### src/rtl/cpu_req_pkg.sv
// Shared types and constants for the CPU request queue: FSM states, entry width
// helper and sticky error bit positions.
package cpu_req_pkg;

  typedef enum logic [1:0] {
    StIdle,
    StIssue,
    StWait
  } state_e;

  localparam int unsigned ErrOvf  = 0;
  localparam int unsigned ErrColl = 1;
  localparam int unsigned NumErr  = 2;

  // Entry layout, MSB first: {is_wr, byte, addr, wdata}
  function automatic int unsigned entry_width(input int unsigned aw, input int unsigned bw,
                                              input int unsigned dw);
    return 1 + bw + aw + dw;
  endfunction

endpackage

### src/rtl/cpu_req_fifo.sv
// Single-clock synchronous FIFO. Pop on empty is ignored; push on full is accepted
// only when a pop happens in the same cycle.
module cpu_req_fifo #(
  parameter int unsigned WIDTH = 8,
  parameter int unsigned DEPTH = 4
) (
  input  logic                     clk,
  input  logic                     rst_n,
  input  logic                     push,
  input  logic [WIDTH-1:0]         wdata,
  input  logic                     pop,
  output logic [WIDTH-1:0]         rdata,
  output logic                     full,
  output logic                     empty,
  output logic [$clog2(DEPTH):0]   level
);

  localparam int unsigned PtrW = $clog2(DEPTH);
  localparam logic [PtrW:0] LevelMax = DEPTH[PtrW:0];

  logic [WIDTH-1:0] mem_q [DEPTH];
  logic [PtrW-1:0]  wr_ptr_q, rd_ptr_q;
  logic [PtrW:0]    level_q;
  logic             do_push, do_pop;

  assign full    = (level_q == LevelMax);
  assign empty   = (level_q == '0);
  assign level   = level_q;
  assign rdata   = mem_q[rd_ptr_q];
  assign do_pop  = pop & ~empty;
  assign do_push = push & (~full | do_pop);

  always_ff @(posedge clk or negedge rst_n) begin
    if (!rst_n) begin
      wr_ptr_q <= '0;
      rd_ptr_q <= '0;
      level_q  <= '0;
    end else begin
      if (do_push) wr_ptr_q <= wr_ptr_q + PtrW'(1);
      if (do_pop)  rd_ptr_q <= rd_ptr_q + PtrW'(1);
      unique case ({do_push, do_pop})
        2'b10:   level_q <= level_q + (PtrW + 1)'(1);
        2'b01:   level_q <= level_q - (PtrW + 1)'(1);
        default: level_q <= level_q;
      endcase
    end
  end

  // Storage needs no reset; validity is tracked by the pointers.
  always_ff @(posedge clk) begin
    if (do_push) mem_q[wr_ptr_q] <= wdata;
  end

endmodule

### src/rtl/cpu_req_queue.sv
// Host request front-end: edge-detects wr/rd strobes, queues requests and issues
// them to the bus one at a time as single-cycle pulses paced by trans_over.
module cpu_req_queue
  import cpu_req_pkg::*;
#(
  parameter int unsigned AW    = 4,
  parameter int unsigned DW    = 32,
  parameter int unsigned BW    = DW / 8,
  parameter int unsigned DEPTH = 4
) (
  input  logic                   clk,
  input  logic                   rst_n,
  input  logic                   wr,
  input  logic                   rd,
  input  logic [BW-1:0]          byte_en,
  input  logic [AW-1:0]          addr,
  input  logic [DW-1:0]          wdata,
  input  logic                   clr_err,
  output logic                   rdata_v,
  output logic [DW-1:0]          rdata,
  output logic                   cpu_wr,
  output logic                   cpu_rd,
  output logic [BW-1:0]          cpu_byte,
  output logic [AW-1:0]          cpu_addr,
  output logic [DW-1:0]          cpu_wdata,
  input  logic                   cpu_rdata_v,
  input  logic [DW-1:0]          cpu_rdata,
  input  logic                   trans_over,
  output logic [$clog2(DEPTH):0] req_level,
  output logic                   req_full,
  output logic                   err_ovf,
  output logic                   err_coll
);

  localparam int unsigned EW = entry_width(AW, BW, DW);

  state_e            state_q, state_d;
  logic              wait_first_q, wait_first_d;
  logic              wr_ff_q, rd_ff_q;
  logic              is_wr_q;
  logic [NumErr-1:0] err_q, err_d;

  logic          we, re, req_edge, push, pop, ovf_set, coll_set;
  logic          fifo_full, fifo_empty;
  logic [EW-1:0] push_data, fifo_rdata;

  assign we       = wr & ~wr_ff_q;
  assign re       = rd & ~rd_ff_q;
  assign req_edge = we | re;
  // A pop in the same cycle frees a slot, so a full FIFO can still accept.
  assign push      = req_edge & (~fifo_full | pop);
  assign ovf_set   = req_edge & fifo_full & ~pop;
  assign coll_set  = we & re;
  assign push_data = {we, byte_en, addr, wdata};

  assign rdata_v  = cpu_rdata_v;
  assign rdata    = cpu_rdata;
  assign req_full = fifo_full;
  assign err_ovf  = err_q[ErrOvf];
  assign err_coll = err_q[ErrColl];

  cpu_req_fifo #(
    .WIDTH (EW),
    .DEPTH (DEPTH)
  ) u_fifo (
    .clk   (clk),
    .rst_n (rst_n),
    .push  (push),
    .wdata (push_data),
    .pop   (pop),
    .rdata (fifo_rdata),
    .full  (fifo_full),
    .empty (fifo_empty),
    .level (req_level)
  );

  always_comb begin
    state_d      = state_q;
    wait_first_d = wait_first_q;
    pop          = 1'b0;
    cpu_wr       = 1'b0;
    cpu_rd       = 1'b0;
    unique case (state_q)
      StIdle: begin
        if (!fifo_empty && trans_over) begin
          pop     = 1'b1;
          state_d = StIssue;
        end
      end
      StIssue: begin
        cpu_wr       = is_wr_q;
        cpu_rd       = ~is_wr_q;
        wait_first_d = 1'b1;
        state_d      = StWait;
      end
      StWait: begin
        // trans_over may still show idle the cycle right after the pulse.
        if (wait_first_q) begin
          wait_first_d = 1'b0;
        end else if (trans_over) begin
          state_d = StIdle;
        end
      end
      default: state_d = StIdle;
    endcase
  end

  always_comb begin
    err_d          = err_q & ~{NumErr{clr_err}};
    err_d[ErrOvf]  = err_d[ErrOvf] | ovf_set;
    err_d[ErrColl] = err_d[ErrColl] | coll_set;
  end

  always_ff @(posedge clk or negedge rst_n) begin
    if (!rst_n) begin
      state_q      <= StIdle;
      wait_first_q <= 1'b0;
      wr_ff_q      <= 1'b0;
      rd_ff_q      <= 1'b0;
      err_q        <= '0;
      is_wr_q      <= 1'b0;
      cpu_byte     <= '0;
      cpu_addr     <= '0;
      cpu_wdata    <= '0;
    end else begin
      state_q      <= state_d;
      wait_first_q <= wait_first_d;
      wr_ff_q      <= wr;
      rd_ff_q      <= rd;
      err_q        <= err_d;
      if (pop) {is_wr_q, cpu_byte, cpu_addr, cpu_wdata} <= fifo_rdata;
    end
  end

endmodule

### config.mk
export PLATFORM = sky130hd
export DESIGN_NAME = cpu_req_queue
export DESIGN_NICKNAME = d
export VERILOG_FILES = /design/src/rtl/cpu_req_pkg.sv /design/src/rtl/cpu_req_fifo.sv /design/src/rtl/cpu_req_queue.sv
export SDC_FILE = /design/constraint.sdc
export NUM_CORES = 1
export LEC_CHECK = 0
export CAP_MARGIN = 20
export CORE_UTILIZATION = 52
export DETAILED_ROUTE_END_ITERATION = 10
export HOLD_SLACK_MARGIN = 0.12
export PLACE_DENSITY_LB_ADDON = 0.25
export REMOVE_ABC_BUFFERS = 1
export SLEW_MARGIN = 15
export SYNTH_ARGS = -nofsm -noshare
export SYNTH_HDL_FRONTEND = slang
export SYNTH_SLANG_ARGS = --single-unit
### constraint.sdc
create_clock -name clk -period 3.4 [get_ports clk]
set_input_delay 0.68 -clock clk [delete_from_list [all_inputs] [get_ports clk]]
set_output_delay 0.68 -clock clk [all_outputs]
set_load 0.05 [all_outputs]
==> results by stage <==
Clock tree:
- The clock reaches the later pin of the worst-skew pair after 500 ps.
- The total of cells resized after clock tree synthesis is 0.
- The number of buffers inserted by post-CTS setup repair is 0.
- The CTS clock-pin slew for the worst setup and hold paths is 60 ps.
- The maximum clock insertion buffer count is 3.
- The CTS tree is done.
- The cell at the root of the clock tree is clkbuf_16.
- The number of clock buffers added by TritonCTS is 22.
- The total number of H-tree levels is 1.
- CTS saw 219 sinks.
- The count of hold buffers inserted by post-cts repair is 0.

Routing:
- The aggregate routed wire length is 15800 um.
- The via count is 3889.
- In the final routed layout, each cell accounts on average for 22.1 um.
- The count of nets left with antenna violations once routing finished came out at 0.
- The number of DRC violations after detailed routing is 0.
- For this run, the detailed router's first-pass iteration total came to 5.
- The number of vias per cell is 5.44.
- The initial DRC count is 216.

Timing:
- The final count of pins violating max slew is 0.
- In the finished design, the share of the clock period the worst path needs comes to 82.3%.
- The worst hold-check slack is 507 ps.
- Measured against its own limit, the worst slew margin works out to 41.9%.
- Summed over all failing endpoints, the final setup total negative slack is 0 ps.
- The final-report setup violation count is 0.
- The slew at the pin closest to its max-slew limit is 871 ps.
- The shortest clock period the worst path allows after layout is 2800 ps.
- The clock arrives with 9.04 ps of skew.
- Static timing analysis puts the maximum clock frequency at 357 MHz.
- The final hold violation count came to 0.
- Setup repair after global routing left no endpoint under its margin.

Floorplanning:
- The floorplan step defined a die boundary enclosing 0.0172 mm2.
- The initialized floorplan defines 46 standard-cell rows.
- The total core area is 0.0161 mm2.
- The starting density of the core is 53.9%.
- The boundary pin count is 160.
- The overall die height is 131 um.
- The die width is 131 um.

Power:
- The post-route total power is 9.98 mW.
- The static leakage power is 3.70 nW.
- IR analysis of the VDD net gives a maximum drop of 0.698 mV.
- The power density relative to cell area is 969 mW/mm2.

Synth:
- Summing the areas of all compound-gate instances in the mapped netlist gives 0.723% of the synthesized area.
- The post-synthesis cell count is 404.
- The xor/xnor cell area share of the yosys netlist is 0.608%.
- The post-synthesis mux area share is 18.1%.
- Yosys printed 0 warnings.
- The simple-gate share of the synthesized area is 1.04%.
- The main combinational cell family by area after synthesis is multiplexers.
- The average size of a mapped cell is 21.4 um2.
- In this run, synthesis produced a sequential element count of 219.
- The cell area that synthesis handed to floorplanning was 0.00865 mm2.
- Sequential cells were found to cover 72.9% of the synthesized design area.
- Of the total synthesized cell area, the portion taken by full adders, half adders and majority gates is 1.68%.
- Counting distinct cell types in the post-synthesis netlist gives 29.

Run status:
- The flow ran to the end, and the final reports show no timing, DRC or antenna violations.

Setup path:
- In this run the worst path has a maximum fanout of 4.
- STA puts the critical path data required time at 2720 ps.
- STA classifies the critical path startpoint as a register.
- The capturing element type of the critical path is an output pin.
- The worst stage delay on the critical path is 800 ps.
- On the critical path, the stage with the largest delay is an instance of clkdlybuf4s50_1.
- For flop-to-flop paths, the worst setup slack is 1060 ps.
- Walking the worst path, the cells encountered are inv_1, ha_1, nor2b_1, clkdlybuf4s50_1.
- Data on the critical path arrives at its endpoint at 2120 ps.
- The worst setup path is of the register to output pin kind.

Flow run:
- The tool flagged a number of max-cap violations equal to 0.

Layout:
- The area overhead of the layout relative to synthesis is 19.2%.
- The total inserted antenna cells is 0.
- Summing all multi-input logic gate instances after layout gives 0.00193 mm2.
- Summing all flip-flop and latch instances after layout gives 0.00631 mm2.
- The post-route netlist has 26.9% of its cells at a drive strength greater than 1.
- For this run, the post-layout net count is 574.
- The count of filler cells inserted in the layout is 1060.
- The final core utilization is 64.2%.
- The non-filler instance count after layout is 715.

Global route:
- Entering global routing, the biggest net connects 44 pins.
- The number of antenna violations at the first check in global routing came to 0.
- The total routing usage reported by global routing is 19.4%.
- The first global-routing pass estimated 24200 um of wire.
- After global routing the overflow that remains totals 0.
- The via count of the first global-routing pass is 4261.

Hold path:
- The kind of path behind the tightest hold check is register to register.

Place:
- The count of buffers added on input and output ports is 93.
- The post-placement cell count is 674.
- The half-perimeter wire length after placement is 9710 um.
- At the end of routability-driven placement, the weighted congestion stood at 0.695.
## cells in the mapped netlist
library cell,instances,area [um2]
xor2_1,3,26.3
inv_1,11,41.3
edfxtp_1,164,4920
buf_2,3,15.0
and2_1,5,31.3
ha_1,10,125
buf_6,8,90.1
nor3_1,1,5.00
nand2b_1,2,12.5
o311a_1,1,10.0
o2bb2ai_1,2,17.5
clkbuf_1,2,7.51
fa_1,1,20.0
dfrtp_1,55,1380
nor2b_1,1,6.26
mux2i_1,1,10.0
a32o_1,1,10.0
a22oi_2,1,12.5
o21ai_0,1,5.00
nor2_1,2,7.51
mux4_2,41,923
buf_12,1,20.0
nor3b_2,1,12.5
mux2_2,7,78.8
mux2_4,37,556
xnor2_1,3,26.3
nand2_1,4,15.0
buf_4,34,255
a21boi_0,1,7.51
## cells in the final DEF (no fill, tap or decap), drive strengths merged, types with 4 or more instances in the layout
cell / synthesis / routed
mux4: 41 / 41
inv: 11 / 11
clkdlybuf4s50: 0 / 92
clkinv: 0 / 10
mux2: 44 / 44
nand2: 4 / 4
dfrtp: 55 / 55
buf: 46 / 11
clkbuf: 2 / 28
ha: 10 / 10
and2: 5 / 5
edfxtp: 164 / 164
## routing by layer
layer,vias to the layer above,global-route usage [%],share of wire [%]
li1,1695,-,-
met1,2010,25.5,43
met2,161,30.3,47
met3,21,7.41,8.5
met4,2,5.21,1.6
met5,-,3.82,0.33
## power by group
group          internal (mW)  switching, mW  leakage [nW]
registers               3.61          0.503          2.15
logic                   1.71           1.90          1.22
clock network           1.33          0.933         0.335
total                   6.64           3.34          3.70
## cell families (layout without fill, tap and decap cells)
kind of cell | count (synthesis) | count (layout)
DFF | 219 | 219
adders and majority gates | 11 | 11
xor gates and xnor gates | 6 | 6
and+or+nand+nor | 16 | 16
muxes | 86 | 86
buffers and inverters | 59 | 154
AOI/OAI and AO/OA | 7 | 7
## path summary, 6_finish.rpt
| path | endpoint | startpoint | cells past startpoint |
|---|---|---|---|
| min | cpu_wdata[26] | cpu_wdata[26] | 1 |
| max | cpu_rd | state_q[1] | 4 |
| max reg2reg | u_fifo.mem_q[1][22] | state_q[1] | 6 |
| min in group asynchronous | cpu_byte[3] | rst_n | 2 |
| min reg2reg | cpu_wdata[26] | cpu_wdata[26] | 1 |
| max in group asynchronous | cpu_wdata[17] | rst_n | 4 |
## worst max-delay path: cells and delay by family (launching register included)
| kind | cells | cell delay (ps) |
|---|---|---|
| flip-flops | 1 | 400 |
| AND/OR/NAND/NOR | 1 | 120 |
| buffers and inverters | 2 | 930 |
| adder cells (fa/ha/maj) | 1 | 170 |
## flip-flops by register name, summed over array words and instances (netlist names)
signal / cells
u_fifo.wr_ptr_q: 2
wr_ff_q: 1
u_fifo.level: 3
rd_ff_q: 1
cpu_wdata: 32
err_q: 2
u_fifo.mem_q: 164
cpu_byte: 4
u_fifo.rd_ptr_q: 2
cpu_addr: 4
is_wr_q: 1
wait_first_q: 1
state_q: 2
## through the flow
step | cell area (um2) | setup WS (ps)
after floorplan | 8260 | -294
after global placement | 9600 | 701
after detailed placement | 9600 | 630
after CTS | 10300 | 588
after global routing | 10300 | 433
final | 10300 | 602
## area by class of cell
cell class,instances,area share [%]
sequential,219,61.2
multi-input combinational,126,18.8
timing repair buffer,104,10.4
clock buffer,28,5.86
tap,216,2.62
clock inverter,11,0.741
inverter,11,0.401
No activity file was read; power rests on OpenSTA's default activity.
